<file path="config.mk">
export PLATFORM = sky130hd
export DESIGN_NAME = mbist_sequencer
export DESIGN_NICKNAME = d
export VERILOG_FILES = /design/src/rtl/mbist_pkg.sv /design/src/rtl/mbist_addr_counter.sv /design/src/rtl/mbist_sequencer.sv
export SDC_FILE = /design/constraint.sdc
export NUM_CORES = 1
export LEC_CHECK = 0
export ABC_AREA = 1
export CORE_MARGIN = 8
export CORE_UTILIZATION = 25
export DETAILED_ROUTE_END_ITERATION = 7
export GPL_TIMING_DRIVEN = 0
export PLACE_DENSITY = 0.47
export SYNTH_ARGS = -nofsm -noshare
export SYNTH_HDL_FRONTEND = slang
export SYNTH_SLANG_ARGS = --single-unit
</file>
<file path="constraint.sdc">
create_clock -name clk -period 2.63 [get_ports clk]
set_clock_uncertainty 0.15 [all_clocks]
set_input_delay 0.526 -clock clk [delete_from_list [all_inputs] [get_ports clk]]
set_output_delay 0.526 -clock clk [all_outputs]
set_load 0.02 [all_outputs]
</file>
<file path="src/rtl/mbist_pkg.sv">
// mbist_pkg: definitions shared by the MBIST sequencer and its sub-module.
//   - ADDR_W_DEFAULT / DATA_W_DEFAULT : default memory geometry (16 x 8)
//   - state_e                         : March element states of the sequencer
package mbist_pkg;

    localparam int ADDR_W_DEFAULT = 4;
    localparam int DATA_W_DEFAULT = 8;

    typedef enum logic [2:0] {
        IDLE = 3'd0,
        M0   = 3'd1,
        M1   = 3'd2,
        M2   = 3'd3,
        M3   = 3'd4,
        DONE = 3'd5
    } state_e;

endpackage

</file>
<file path="src/rtl/mbist_addr_counter.sv">
// mbist_addr_counter: loadable up/down address counter with terminal-count flag.
//   clk_i      : rising-edge clock
//   rst_ni     : asynchronous active-low reset (count -> 0)
//   load_i     : load load_val_i (has priority over en_i)
//   load_val_i : value to load
//   en_i       : step the count by one in the direction given by up_i
//   up_i       : 1 = count up, 0 = count down
//   cnt_o      : current count
//   tc_o       : terminal count for the current direction (all-ones up, zero down)
module mbist_addr_counter #(
    parameter int ADDR_W = 4
) (
    input  logic              clk_i,
    input  logic              rst_ni,
    input  logic              load_i,
    input  logic [ADDR_W-1:0] load_val_i,
    input  logic              en_i,
    input  logic              up_i,
    output logic [ADDR_W-1:0] cnt_o,
    output logic              tc_o
);

    localparam logic [ADDR_W-1:0] ONE = ADDR_W'(1);

    logic [ADDR_W-1:0] cnt_q, cnt_d;

    always_comb begin
        cnt_d = cnt_q;
        if (load_i) begin
            cnt_d = load_val_i;
        end else if (en_i) begin
            cnt_d = up_i ? (cnt_q + ONE) : (cnt_q - ONE);
        end
    end

    always_ff @(posedge clk_i or negedge rst_ni) begin
        if (!rst_ni) begin
            cnt_q <= '0;
        end else begin
            cnt_q <= cnt_d;
        end
    end

    assign cnt_o = cnt_q;
    assign tc_o  = up_i ? (cnt_q == '1) : (cnt_q == '0);

endmodule

</file>
<file path="src/rtl/mbist_sequencer.sv">
// mbist_sequencer: March test sequencer (M0 up w0, M1 up r0/w1, M2 down r1/w0,
// M3 down r0) for a 2**ADDR_W x DATA_W memory, one operation per cycle.
//   clk       : rising-edge clock
//   rst       : asynchronous active-low reset
//   NbarT     : 1 = test mode (start in IDLE, run in M0..M3, 0 freezes)
//   ld        : load/initialise, returns to IDLE; overrides NbarT
//   rdata     : memory read data, valid the cycle after re
//   addr      : memory address
//   wdata     : memory write data
//   we / re   : memory write / read strobes (never both high)
//   cout      : high while the test is complete (DONE)
//   fail      : sticky miscompare flag
//   fail_addr : address of the first miscompare
module mbist_sequencer
    import mbist_pkg::*;
#(
    parameter int ADDR_W = ADDR_W_DEFAULT,
    parameter int DATA_W = DATA_W_DEFAULT
) (
    input  logic              clk,
    input  logic              rst,
    input  logic              NbarT,
    input  logic              ld,
    input  logic [DATA_W-1:0] rdata,
    output logic [ADDR_W-1:0] addr,
    output logic [DATA_W-1:0] wdata,
    output logic              we,
    output logic              re,
    output logic              cout,
    output logic              fail,
    output logic [ADDR_W-1:0] fail_addr
);

    localparam logic [ADDR_W-1:0] ADDR_LAST = '1;
    localparam logic [DATA_W-1:0] ONES      = '1;

    state_e            state_q, state_d;
    logic              phase_q, phase_d;   // 0 = read op, 1 = write op (M1/M2)
    logic              act_q, act_d;       // strobes enabled this cycle
    logic              start;

    logic              cnt_load, cnt_en, cnt_up, cnt_tc;
    logic [ADDR_W-1:0] cnt_load_val, cnt_val;

    logic              cmp_vld_q;
    logic [DATA_W-1:0] exp_q;
    logic [ADDR_W-1:0] cmp_addr_q;
    logic              fail_q;
    logic [ADDR_W-1:0] fail_addr_q;

    logic              in_test, rd_op, last_op;

    mbist_addr_counter #(.ADDR_W(ADDR_W)) u_addr_cnt (
        .clk_i      (clk),
        .rst_ni     (rst),
        .load_i     (cnt_load),
        .load_val_i (cnt_load_val),
        .en_i       (cnt_en),
        .up_i       (cnt_up),
        .cnt_o      (cnt_val),
        .tc_o       (cnt_tc)
    );

    assign in_test = (state_q == M0) || (state_q == M1) || (state_q == M2) || (state_q == M3);
    assign rd_op   = (state_q == M3) || (((state_q == M1) || (state_q == M2)) && !phase_q);
    // Every element ends its per-address work with a write, except M3 (read only).
    assign last_op = (state_q == M3) || !rd_op;
    assign cnt_up  = (state_q == M0) || (state_q == M1);

    // Outputs depend only on registered state, phase, activity and counter.
    assign re        = act_q && in_test && rd_op;
    assign we        = act_q && in_test && !rd_op;
    assign wdata     = (state_q == M1) ? ONES : '0;
    assign addr      = in_test ? cnt_val : '0;
    assign cout      = (state_q == DONE);
    assign fail      = fail_q;
    assign fail_addr = fail_addr_q;

    always_comb begin
        state_d      = state_q;
        phase_d      = phase_q;
        act_d        = act_q;
        start        = 1'b0;
        cnt_load     = 1'b0;
        cnt_load_val = '0;
        cnt_en       = 1'b0;
        if (ld) begin
            state_d  = IDLE;
            phase_d  = 1'b0;
            act_d    = 1'b0;
            cnt_load = 1'b1;
        end else begin
            case (state_q)
                IDLE: begin
                    if (NbarT) begin
                        state_d  = M0;
                        phase_d  = 1'b0;
                        act_d    = 1'b1;
                        cnt_load = 1'b1;
                        start    = 1'b1;
                    end
                end
                M0, M1, M2, M3: begin
                    // The op shown this cycle completes at this edge if it was
                    // active; NbarT only decides whether the next op is issued.
                    act_d = NbarT;
                    if (act_q) begin
                        if (!last_op) begin
                            phase_d = 1'b1;
                        end else begin
                            phase_d = 1'b0;
                            if (!cnt_tc) begin
                                cnt_en = 1'b1;
                            end else begin
                                // Terminal address: move to the next element and
                                // preset its start address instead of wrapping.
                                cnt_load = 1'b1;
                                case (state_q)
                                    M0: state_d = M1;
                                    M1: begin
                                        state_d      = M2;
                                        cnt_load_val = ADDR_LAST;
                                    end
                                    M2: begin
                                        state_d      = M3;
                                        cnt_load_val = ADDR_LAST;
                                    end
                                    default: begin
                                        state_d = DONE;
                                        act_d   = 1'b0;
                                    end
                                endcase
                            end
                        end
                    end
                end
                default: ;
            endcase
        end
    end

    always_ff @(posedge clk or negedge rst) begin
        if (!rst) begin
            state_q     <= IDLE;
            phase_q     <= 1'b0;
            act_q       <= 1'b0;
            cmp_vld_q   <= 1'b0;
            fail_q      <= 1'b0;
            fail_addr_q <= '0;
        end else begin
            state_q   <= state_d;
            phase_q   <= phase_d;
            act_q     <= act_d;
            cmp_vld_q <= re;
            if (start) begin
                fail_q      <= 1'b0;
                fail_addr_q <= '0;
            end else if (cmp_vld_q && (rdata != exp_q)) begin
                fail_q <= 1'b1;
                if (!fail_q) begin
                    fail_addr_q <= cmp_addr_q;
                end
            end
        end
    end

    // Expected data and address of the read in flight; only meaningful when
    // cmp_vld_q is set, so no reset is needed.
    always_ff @(posedge clk) begin
        exp_q      <= (state_q == M2) ? ONES : '0;
        cmp_addr_q <= cnt_val;
    end

endmodule

</file>
==> results of run 1 <==
## sequential cells by signal, indices dropped and copies added, names as in the netlist
name / cells
fail: 1
phase_q: 1
fail_addr: 4
act_q: 1
exp_q: 1
cmp_vld_q: 1
cmp_addr_q: 4
state_q: 3
u_addr_cnt.cnt_o: 4
## critical path: cells and delay by family, from the launching register on
family	cells	cell delay, ps
buf+inv	4	990
flops	1	440
simple gates	1	140
## layout make-up
type	instances	area share (%)
inverter	24	5.41
timing repair buffer	32	19.0
tap	67	4.89
multi-input combinational	108	36.7
buffer	7	3.07
sequential	20	27.8
clock buffer	4	3.21
## synthesized netlist by cell type, types with 2 or more instances
cell type,number
sky130_fd_sc_hd__buf_4,7
sky130_fd_sc_hd__inv_2,3
sky130_fd_sc_hd__dfrtp_1,15
sky130_fd_sc_hd__a21oi_1,6
sky130_fd_sc_hd__dfxtp_1,5
sky130_fd_sc_hd__nand2_1,30
sky130_fd_sc_hd__nand3_1,17
sky130_fd_sc_hd__nor2_1,17
sky130_fd_sc_hd__nand4_1,7
sky130_fd_sc_hd__a21oi_2,2
sky130_fd_sc_hd__nand2_4,6
sky130_fd_sc_hd__o21ai_1,2
sky130_fd_sc_hd__inv_1,20
sky130_fd_sc_hd__nor3_1,4
sky130_fd_sc_hd__nor2_4,2
sky130_fd_sc_hd__ha_1,2
sky130_fd_sc_hd__nand3b_1,2
## power groups by stage
stage | combinational (W) | clock, W | sequential, W
detailed placement | 0.00122 | 0 | 0.000539
floorplan | 0.000825 | 0 | 0.000543
global placement | 0.00121 | 0 | 0.000536
CTS | 0.00122 | 0.000247 | 0.000533
global route | 0.00134 | 0.000260 | 0.000549
finish | 0.00120 | 0.000232 | 0.000531
## repair_timing
item,CTS,global route
buffers inserted,1,0
endpoints found under the setup margin,8,9
gates resized for setup,5,6
## cell families after synthesis
| group | synth area share (%) |
|---|---|
| AO/OA/AOI/OAI | 8.25 |
| XOR/XNOR | 0.704 |
| adder cells (fa/ha/maj) | 3.62 |
| AND/OR/NAND/NOR | 37.5 |
| buffers and inverters | 11.7 |
| flip-flops | 38.2 |
## path summary, 6_finish.rpt
| kind | startpoint | slack [ps] | to |
|---|---|---|---|
| hold reg to reg | u_addr_cnt.cnt_o[0] | 300 | cmp_addr_q[0] |
| min in group asynchronous | rst | 550 | act_q |
| setup / recovery | state_q[2] | 120 | wdata[5] |
| hold / removal | u_addr_cnt.cnt_o[0] | 300 | cmp_addr_q[0] |
| max in group asynchronous | rst | 1320 | fail_addr[1] |
| setup reg to reg | state_q[1] | 640 | u_addr_cnt.cnt_o[3] |
## stage by stage
step / instance area [um^2] / std cells / total power, W / setup WS (ps)
after floorplan: 1240 / 159 / 0.00137 / 754
final: 1710 / 262 / 0.00196 / 122
after global placement: 1640 / 257 / 0.00175 / 181
after global routing: 1710 / 262 / 0.00215 / 9.96
after CTS: 1700 / 262 / 0.00200 / 8.52
after detailed placement: 1640 / 257 / 0.00176 / 196
## layer usage
layer,global-route usage [%],part of all wire (%),vias to the layer above
met5,0,0,-
met4,1.88,0.65,0
met3,3.21,7.9,2
met2,13.4,42,31
met1,10.7,49,473
li1,-,-,584
==> flow_summary.html, run 1 <==
<table>
<tr><th>Metric</th><th>Value</th></tr>
<tr><th colspan="2">Worst setup path</th></tr>
<tr><td>Critical-path cell list</td><td>inv_4, nand3_2, inv_2, buf_4, clkdlybuf4s50_1</td></tr>
<tr><td>Critical Path Max Stage Delay</td><td>between 500 and 600 ps</td></tr>
<tr><td>Nature of the critical path endpoint</td><td>output port</td></tr>
<tr><td>Worst Reg-to-Reg Cells</td><td>11</td></tr>
<tr><td>Critical setup path kind</td><td>reg -&gt; out</td></tr>
<tr><td>Slowest cell on the critical path</td><td>sky130_fd_sc_hd__clkdlybuf4s50_1</td></tr>
<tr><td>CP required</td><td>1950 ps</td></tr>
<tr><td>Endpoint arrival time on the critical path</td><td>1830 ps</td></tr>
<tr><td>Startpoint kind of the worst setup timing path</td><td>flip-flop</td></tr>
<tr><td>Crit path max fanout</td><td>8</td></tr>
<tr><th colspan="2">Clock tree</th></tr>
<tr><td>Skew-Pair Late Insertion Delay</td><td>250 ps</td></tr>
<tr><td>H-tree depth reported by CTS</td><td>1</td></tr>
<tr><td>Clock root buffer</td><td>sky130_fd_sc_hd__clkbuf_8</td></tr>
<tr><td>Clock transition at path regs</td><td>roughly 70 ps</td></tr>
<tr><td>Clock tree from TritonCTS</td><td>done</td></tr>
<tr><td>Total clock buffers created by CTS</td><td>3</td></tr>
<tr><td>Sinks on Clock Net</td><td>20</td></tr>
<tr><td>Buffers from clock root to sink, at most</td><td>2</td></tr>
<tr><td>CTS Hold Bufs</td><td>0</td></tr>
<tr><th colspan="2">Timing</th></tr>
<tr><td>Unrepaired setup endpoints after global routing</td><td>no</td></tr>
<tr><td>Final slew viol count</td><td>0</td></tr>
<tr><td>Worst-case headroom to the max-slew limit</td><td>51.7%</td></tr>
<tr><td>Final critical delay including setup and external delays</td><td>2510 ps</td></tr>
<tr><td>Slew at the pin with the worst max-slew slack</td><td>722 ps</td></tr>
<tr><td>Number of setup violations in the final report</td><td>0</td></tr>
<tr><td>Endpoints failing hold</td><td>0</td></tr>
<tr><td>Fin Setup TNS</td><td>0 ps</td></tr>
<tr><td>Share of the cycle needed by the critical path after routing</td><td>a little over nine tenths</td></tr>
<tr><td>Worst hold slack</td><td>296 ps</td></tr>
<tr><td>FMAX</td><td>0.399 GHz</td></tr>
<tr><th colspan="2">Global route</th></tr>
<tr><td>Vias in the first global route</td><td>1064</td></tr>
<tr><td>Wire length of the first global-routing pass</td><td>5160 um</td></tr>
<tr><td>Aggregate global routing overflow</td><td>0</td></tr>
<tr><td>Pin count of the biggest net entering global routing</td><td>16</td></tr>
<tr><td>Initial antenna violation count</td><td>0</td></tr>
<tr><td>All-Layer GR Usage</td><td>about 8.5%</td></tr>
<tr><th colspan="2">Routing</th></tr>
<tr><td>Routed length per instance</td><td>11.2 um</td></tr>
<tr><td>Remaining design rule violation count</td><td>0</td></tr>
<tr><td>Total length of routed wires</td><td>~2900 um</td></tr>
<tr><td>Remaining antenna violation count</td><td>0</td></tr>
<tr><td>First-pass detailed-route iteration total</td><td>4</td></tr>
<tr><td>Drt first-iter violations</td><td>41</td></tr>
<tr><td>Vias post-DR</td><td>1090</td></tr>
<tr><td>Vias/cell</td><td>4.16</td></tr>
<tr><th colspan="2">Floorplan</th></tr>
<tr><td>I/O pin count</td><td>32</td></tr>
<tr><td>Chip Width</td><td>86.5 um</td></tr>
<tr><td>DIE AREA</td><td>7490 um^2</td></tr>
<tr><td>Starting Density</td><td>26.2%</td></tr>
<tr><td>Placeable core area</td><td>4750 um^2</td></tr>
<tr><td>Die span in y</td><td>between 80 and 90 um</td></tr>
<tr><td>Number of placement rows</td><td>25</td></tr>
<tr><th colspan="2">Pwr</th></tr>
<tr><td>Pint</td><td>0.00106 W</td></tr>
<tr><td>Part of the power in the clock network</td><td>a little under an eighth</td></tr>
<tr><td>Combinational share of power</td><td>61.1%</td></tr>
<tr><td>Switching Fraction</td><td>46.0%</td></tr>
<tr><td>Total net switching power</td><td>0.000902 W</td></tr>
<tr><td>Reported leakage power</td><td>0.919 nW</td></tr>
<tr><td>VDD IR-drop max</td><td>0.456 mV</td></tr>
<tr><td>PD cells</td><td>about 1100 nW/um^2</td></tr>
<tr><td>Fraction of power consumed by sequential logic</td><td>27.1%</td></tr>
<tr><th colspan="2">Place</th></tr>
<tr><td>Count of buffers from port buffering</td><td>31</td></tr>
<tr><td>Routability cong.</td><td>0.839</td></tr>
<tr><td>Total half-perimeter wirelength after legalization and detailed placement</td><td>2390 um</td></tr>
<tr><th colspan="2">Yosys</th></tr>
<tr><td>Leading cell types by total area after synthesis</td><td>sky130_fd_sc_hd__dfrtp_1 (30%), sky130_fd_sc_hd__nand2_1 (9.1%), sky130_fd_sc_hd__dfxtp_1 (8.0%)</td></tr>
<tr><td>Proportion of synthesized flip-flops having asynchronous set or reset</td><td>75.0%</td></tr>
<tr><td>Distinct cell type count of the synthesized netlist</td><td>29</td></tr>
<tr><td>Fraction of the yosys area taken by sequential cells</td><td>38.2%</td></tr>
<tr><td>Number of enable flip-flop cells after synthesis</td><td>0</td></tr>
<tr><td>Area share of the largest cell type after synthesis</td><td>a little under a third</td></tr>
<tr><td>Count of mapped cells out of synthesis</td><td>159</td></tr>
<tr><td>FF+latch count, synth</td><td>20</td></tr>
<tr><td>Main synth FF type</td><td>sky130_fd_sc_hd__dfrtp_1</td></tr>
<tr><td>Area leader, netlist</td><td>sky130_fd_sc_hd__dfrtp_1</td></tr>
<tr><td>Total standard cell area after synthesis</td><td>1240 um^2</td></tr>
<tr><td>Number of nets in the synthesized netlist</td><td>174</td></tr>
<tr><td>Number of warnings reported in the yosys synthesis log</td><td>0</td></tr>
<tr><td>Synthesized area per cell</td><td>slightly below 8 um^2</td></tr>
<tr><th colspan="2">Outcome</th></tr>
<tr><td>Run status</td><td>finished clean</td></tr>
<tr><th colspan="2">Finish</th></tr>
<tr><td>Post-layout nets</td><td>between 200 and 250</td></tr>
<tr><td>Fraction of final layout cells with drive strength greater than 1</td><td>17.4%</td></tr>
<tr><td>FILL cells</td><td>525</td></tr>
<tr><td>Total inserted antenna cells</td><td>0</td></tr>
<tr><td>Most frequent standard cell in the layout excluding fill and tap cells</td><td>sky130_fd_sc_hd__nand2_1</td></tr>
<tr><td>Most used cells in the layout excluding fill and tap cells</td><td>sky130_fd_sc_hd__nand2_1 (30), sky130_fd_sc_hd__clkdlybuf4s50_1 (22), sky130_fd_sc_hd__inv_1 (19)</td></tr>
<tr><td>Sequential cell area in the final layout</td><td>475 um^2</td></tr>
<tr><td>Multi-input gate area in the final layout</td><td>628 um^2</td></tr>
<tr><td>Utilization after layout</td><td>36.0%</td></tr>
<tr><td>Layout area overhead</td><td>37.7%</td></tr>
<tr><th colspan="2">Flow run</th></tr>
<tr><td>Maxcap violations</td><td>0</td></tr>
<tr><th colspan="2">Worst hold path</th></tr>
<tr><td>Class of the most critical hold timing path</td><td>reg -&gt; reg</td></tr>
<tr><td>Number of cells on the worst hold path</td><td>0</td></tr>
</table>
Note: power is estimated with default switching activity, not from simulation.
==> inputs of run 2 (changes only) <==
--- a/config.mk
+++ b/config.mk
@@ -11,6 +11,7 @@
 export DETAILED_ROUTE_END_ITERATION = 7
 export GPL_TIMING_DRIVEN = 0
 export PLACE_DENSITY = 0.47
+export SKIP_CTS_REPAIR_TIMING = 1
 export SYNTH_ARGS = -nofsm -noshare
 export SYNTH_HDL_FRONTEND = slang
 export SYNTH_SLANG_ARGS = --single-unit
==> run 2 against run 1 <==
Net effect:
- first-iteration DRC count is 29% higher
- worst hold slack about the same
- setup slack got worse by 23 ps
- utilization increased by 0.11 points
- cell area grew 0.29%
- wire length is 0.44% lower
- critical path type unchanged
- largest cell class unchanged
==> flow_summary.html, run 2 (same netlist as run 1, synthesis figures left out) <==
<table>
<tr><th>Metric</th><th>Value</th></tr>
<tr><th colspan="2">Clock tree</th></tr>
<tr><td>Total clock buffers created by CTS</td><td>3 (unchanged)</td></tr>
<tr><td>Clock root buffer</td><td>sky130_fd_sc_hd__clkbuf_8</td></tr>
<tr><td>Sinks on Clock Net</td><td>20 (unchanged)</td></tr>
<tr><td>Clock transition at path regs</td><td>70 ps (about the same)</td></tr>
<tr><td>Skew-Pair Late Insertion Delay</td><td>250 ps (about the same)</td></tr>
<tr><td>Clock tree from TritonCTS</td><td>done</td></tr>
<tr><td>Buffers from clock root to sink, at most</td><td>2 (unchanged)</td></tr>
<tr><td>H-tree depth reported by CTS</td><td>1 (unchanged)</td></tr>
<tr><th colspan="2">Timing</th></tr>
<tr><td>Fin Setup TNS</td><td>0 ps (unchanged)</td></tr>
<tr><td>Endpoints failing hold</td><td>0 (unchanged)</td></tr>
<tr><td>Final critical delay including setup and external delays</td><td>2530 ps (+22.5 ps)</td></tr>
<tr><td>Final setup slack of the worst path</td><td>99.8 ps (-22.5 ps)</td></tr>
<tr><td>Slew at the pin with the worst max-slew slack</td><td>723 ps (+0.0786 ps)</td></tr>
<tr><td>Final slew viol count</td><td>0 (unchanged)</td></tr>
<tr><td>Unrepaired setup endpoints after global routing</td><td>no</td></tr>
<tr><td>Number of setup violations in the final report</td><td>0 (unchanged)</td></tr>
<tr><td>FMAX</td><td>0.395 GHz (-0.89%)</td></tr>
<tr><td>Worst-case headroom to the max-slew limit</td><td>51.7% (about the same)</td></tr>
<tr><td>Share of the cycle needed by the critical path after routing</td><td>96.2% (+0.86 points)</td></tr>
<tr><th colspan="2">Worst setup path</th></tr>
<tr><td>Startpoint kind of the worst setup timing path</td><td>flip-flop</td></tr>
<tr><td>Nature of the critical path endpoint</td><td>output port</td></tr>
<tr><td>CP required</td><td>1950 ps (about the same)</td></tr>
<tr><td>Critical setup path kind</td><td>reg -&gt; out</td></tr>
<tr><td>Crit path max fanout</td><td>8 (unchanged)</td></tr>
<tr><td>Crit Reg-Reg Startpoint</td><td>state_q[1]</td></tr>
<tr><td>CP Capture Point</td><td>wdata[3]</td></tr>
<tr><td>Reg2reg setup slack</td><td>640 ps (about the same)</td></tr>
<tr><td>Endpoint arrival time on the critical path</td><td>1850 ps (+20 ps)</td></tr>
<tr><td>Worst r2r dst</td><td>u_addr_cnt.cnt_o[3]</td></tr>
<tr><td>Worst Reg-to-Reg Cells</td><td>11 (unchanged)</td></tr>
<tr><td>Start point of the critical path</td><td>state_q[2]</td></tr>
<tr><th colspan="2">Global route</th></tr>
<tr><td>Initial antenna violation count</td><td>0 (unchanged)</td></tr>
<tr><td>Vias in the first global route</td><td>1051 (-1.2%)</td></tr>
<tr><td>Wire length of the first global-routing pass</td><td>5120 um (-0.81%)</td></tr>
<tr><td>All-Layer GR Usage</td><td>8.45% (-0.059 points)</td></tr>
<tr><td>Aggregate global routing overflow</td><td>0 (unchanged)</td></tr>
<tr><td>Pin count of the biggest net entering global routing</td><td>16 (unchanged)</td></tr>
<tr><th colspan="2">Pwr</th></tr>
<tr><td>Total net switching power</td><td>0.000899 W (-0.29%)</td></tr>
<tr><td>Combinational share of power</td><td>61.1% (about the same)</td></tr>
<tr><td>Switching Fraction</td><td>45.8% (-0.16 points)</td></tr>
<tr><td>Pint</td><td>0.00106 W (+0.34%)</td></tr>
<tr><td>Fraction of power consumed by sequential logic</td><td>27.1% (about the same)</td></tr>
<tr><td>Part of the power in the clock network</td><td>11.8% (about the same)</td></tr>
<tr><td>Power after layout</td><td>0.00196 W (about the same)</td></tr>
<tr><td>PD cells</td><td>1140 nW/um^2 (-0.24%)</td></tr>
<tr><td>Reported leakage power</td><td>0.949 nW (+3.2%)</td></tr>
<tr><td>VDD IR-drop max</td><td>0.456 mV (about the same)</td></tr>
<tr><th colspan="2">Finish</th></tr>
<tr><td>Fraction of final layout cells with drive strength greater than 1</td><td>17.0% (-0.43 points)</td></tr>
<tr><td>Total inserted antenna cells</td><td>0 (unchanged)</td></tr>
<tr><td>Post-layout nets</td><td>210 (-0.47%)</td></tr>
<tr><td>Utilization after layout</td><td>36.1% (+0.11 points)</td></tr>
<tr><td>Layout area overhead</td><td>38.1%</td></tr>
<tr><td>Most used cells in the layout excluding fill and tap cells</td><td>sky130_fd_sc_hd__nand2_1 (30), sky130_fd_sc_hd__clkdlybuf4s50_1 (23), sky130_fd_sc_hd__inv_1 (19)</td></tr>
<tr><td>Non-filler cells in the finished layout</td><td>261 (-0.38%)</td></tr>
<tr><td>Most frequent standard cell in the layout excluding fill and tap cells</td><td>sky130_fd_sc_hd__nand2_1</td></tr>
<tr><th colspan="2">Floorplan</th></tr>
<tr><td>DIE AREA</td><td>7490 um^2 (unchanged)</td></tr>
<tr><td>I/O pin count</td><td>32 (unchanged)</td></tr>
<tr><td>Placeable core area</td><td>4750 um^2 (unchanged)</td></tr>
<tr><td>Chip Width</td><td>86.5 um (unchanged)</td></tr>
<tr><td>Number of placement rows</td><td>25 (unchanged)</td></tr>
<tr><td>Starting Density</td><td>26.2% (unchanged)</td></tr>
<tr><td>Die span in y</td><td>86.5 um (unchanged)</td></tr>
<tr><th colspan="2">Routing</th></tr>
<tr><td>Remaining design rule violation count</td><td>0 (unchanged)</td></tr>
<tr><td>Drt first-iter violations</td><td>53 (+29%)</td></tr>
<tr><td>Routed length per instance</td><td>11.1 um (about the same)</td></tr>
<tr><td>Remaining antenna violation count</td><td>0 (unchanged)</td></tr>
<tr><td>Total length of routed wires</td><td>2910 um (-0.44%)</td></tr>
<tr><td>First-pass detailed-route iteration total</td><td>4 (unchanged)</td></tr>
<tr><td>Vias/cell</td><td>4.16 (about the same)</td></tr>
<tr><td>Vias post-DR</td><td>1085 (-0.46%)</td></tr>
<tr><th colspan="2">Place</th></tr>
<tr><td>Count of buffers from port buffering</td><td>31 (unchanged)</td></tr>
<tr><td>Routability cong.</td><td>0.839 (unchanged)</td></tr>
<tr><td>Total half-perimeter wirelength after legalization and detailed placement</td><td>2390 um (unchanged)</td></tr>
<tr><td>Post-Place Cells</td><td>257 (unchanged)</td></tr>
<tr><td>Pre-CTS setup slack</td><td>196 ps (unchanged)</td></tr>
<tr><th colspan="2">Worst hold path</th></tr>
<tr><td>Class of the most critical hold timing path</td><td>reg -&gt; reg</td></tr>
<tr><th colspan="2">Flow run</th></tr>
<tr><td>Maxcap violations</td><td>0 (unchanged)</td></tr>
<tr><th colspan="2">Outcome</th></tr>
<tr><td>Run status</td><td>finished clean</td></tr>
</table>
run 2: changes by cell type in the layout (fill, tap and decap cells not counted), sizes merged:
cell           before  now
dlymetal6s2s        5    8
dlygate4sd2         4    0
buf                 8    7
clkdlybuf4s50      22   23
run 2: worst max-delay path: stages, from the launching register on:
cell and delay, ps:
sky130_fd_sc_hd__dfrtp_1 440, sky130_fd_sc_hd__inv_4 140, sky130_fd_sc_hd__nand3_2 140, sky130_fd_sc_hd__inv_2 150, sky130_fd_sc_hd__buf_4 120, sky130_fd_sc_hd__clkdlybuf4s50_1 600
run 2: layer usage:
metal,share of wire [%],up-vias,global-route usage [%],routed length (um)
li1,-,582,-,-
met1,49,470,10.6,1430
met2,42,31,13.3,1230
met3,8.0,2,3.21,232
met4,0.65,0,1.88,19
met5,0,-,0,0
run 2: final cells by class:
cell class / instances / area [um^2]
Sequential cell: 20 / 475
Fill cell: 523 / 3040
Buffer: 7 / 52.6
Tap cell: 67 / 83.8
Multi-Input combinational cell: 108 / 628
Timing Repair Buffer: 31 / 330
Clock buffer: 4 / 55.1
Inverter: 24 / 92.6
run 2: stage by stage:
| step | instance area (um^2) | hold slack, ps |
|---|---|---|
| after floorplan | 1240 | 80.4 |
| after global placement | 1640 | 273 |
| after detailed placement | 1640 | 275 |
| after CTS | 1690 | 301 |
| after global routing | 1720 | 319 |
| final | 1720 | 296 |
run 2: power by group through the flow:
stage	Combinational [W]	Clock (W)	Sequential (W)
floorplan	0.000825	0	0.000543
global placement	0.00121	0	0.000536
detailed placement	0.00122	0	0.000539
CTS	0.00123	0.000247	0.000533
global route	0.00135	0.000260	0.000549
finish	0.00120	0.000232	0.000531
run 2: worst min path at each step:
stage / start / endpoint / slack [ps] / cells past startpoint
2_1_floorplan: rst / act_q / 80 / 0
3_3_place_gp: u_addr_cnt.cnt_o[0] / cmp_addr_q[0] / 270 / 0
3_5_place_dp: u_addr_cnt.cnt_o[0] / cmp_addr_q[0] / 270 / 0
4_1_cts: u_addr_cnt.cnt_o[0] / cmp_addr_q[0] / 300 / 0
5_1_grt: u_addr_cnt.cnt_o[0] / cmp_addr_q[0] / 320 / 0
6_report: u_addr_cnt.cnt_o[0] / cmp_addr_q[0] / 300 / 0
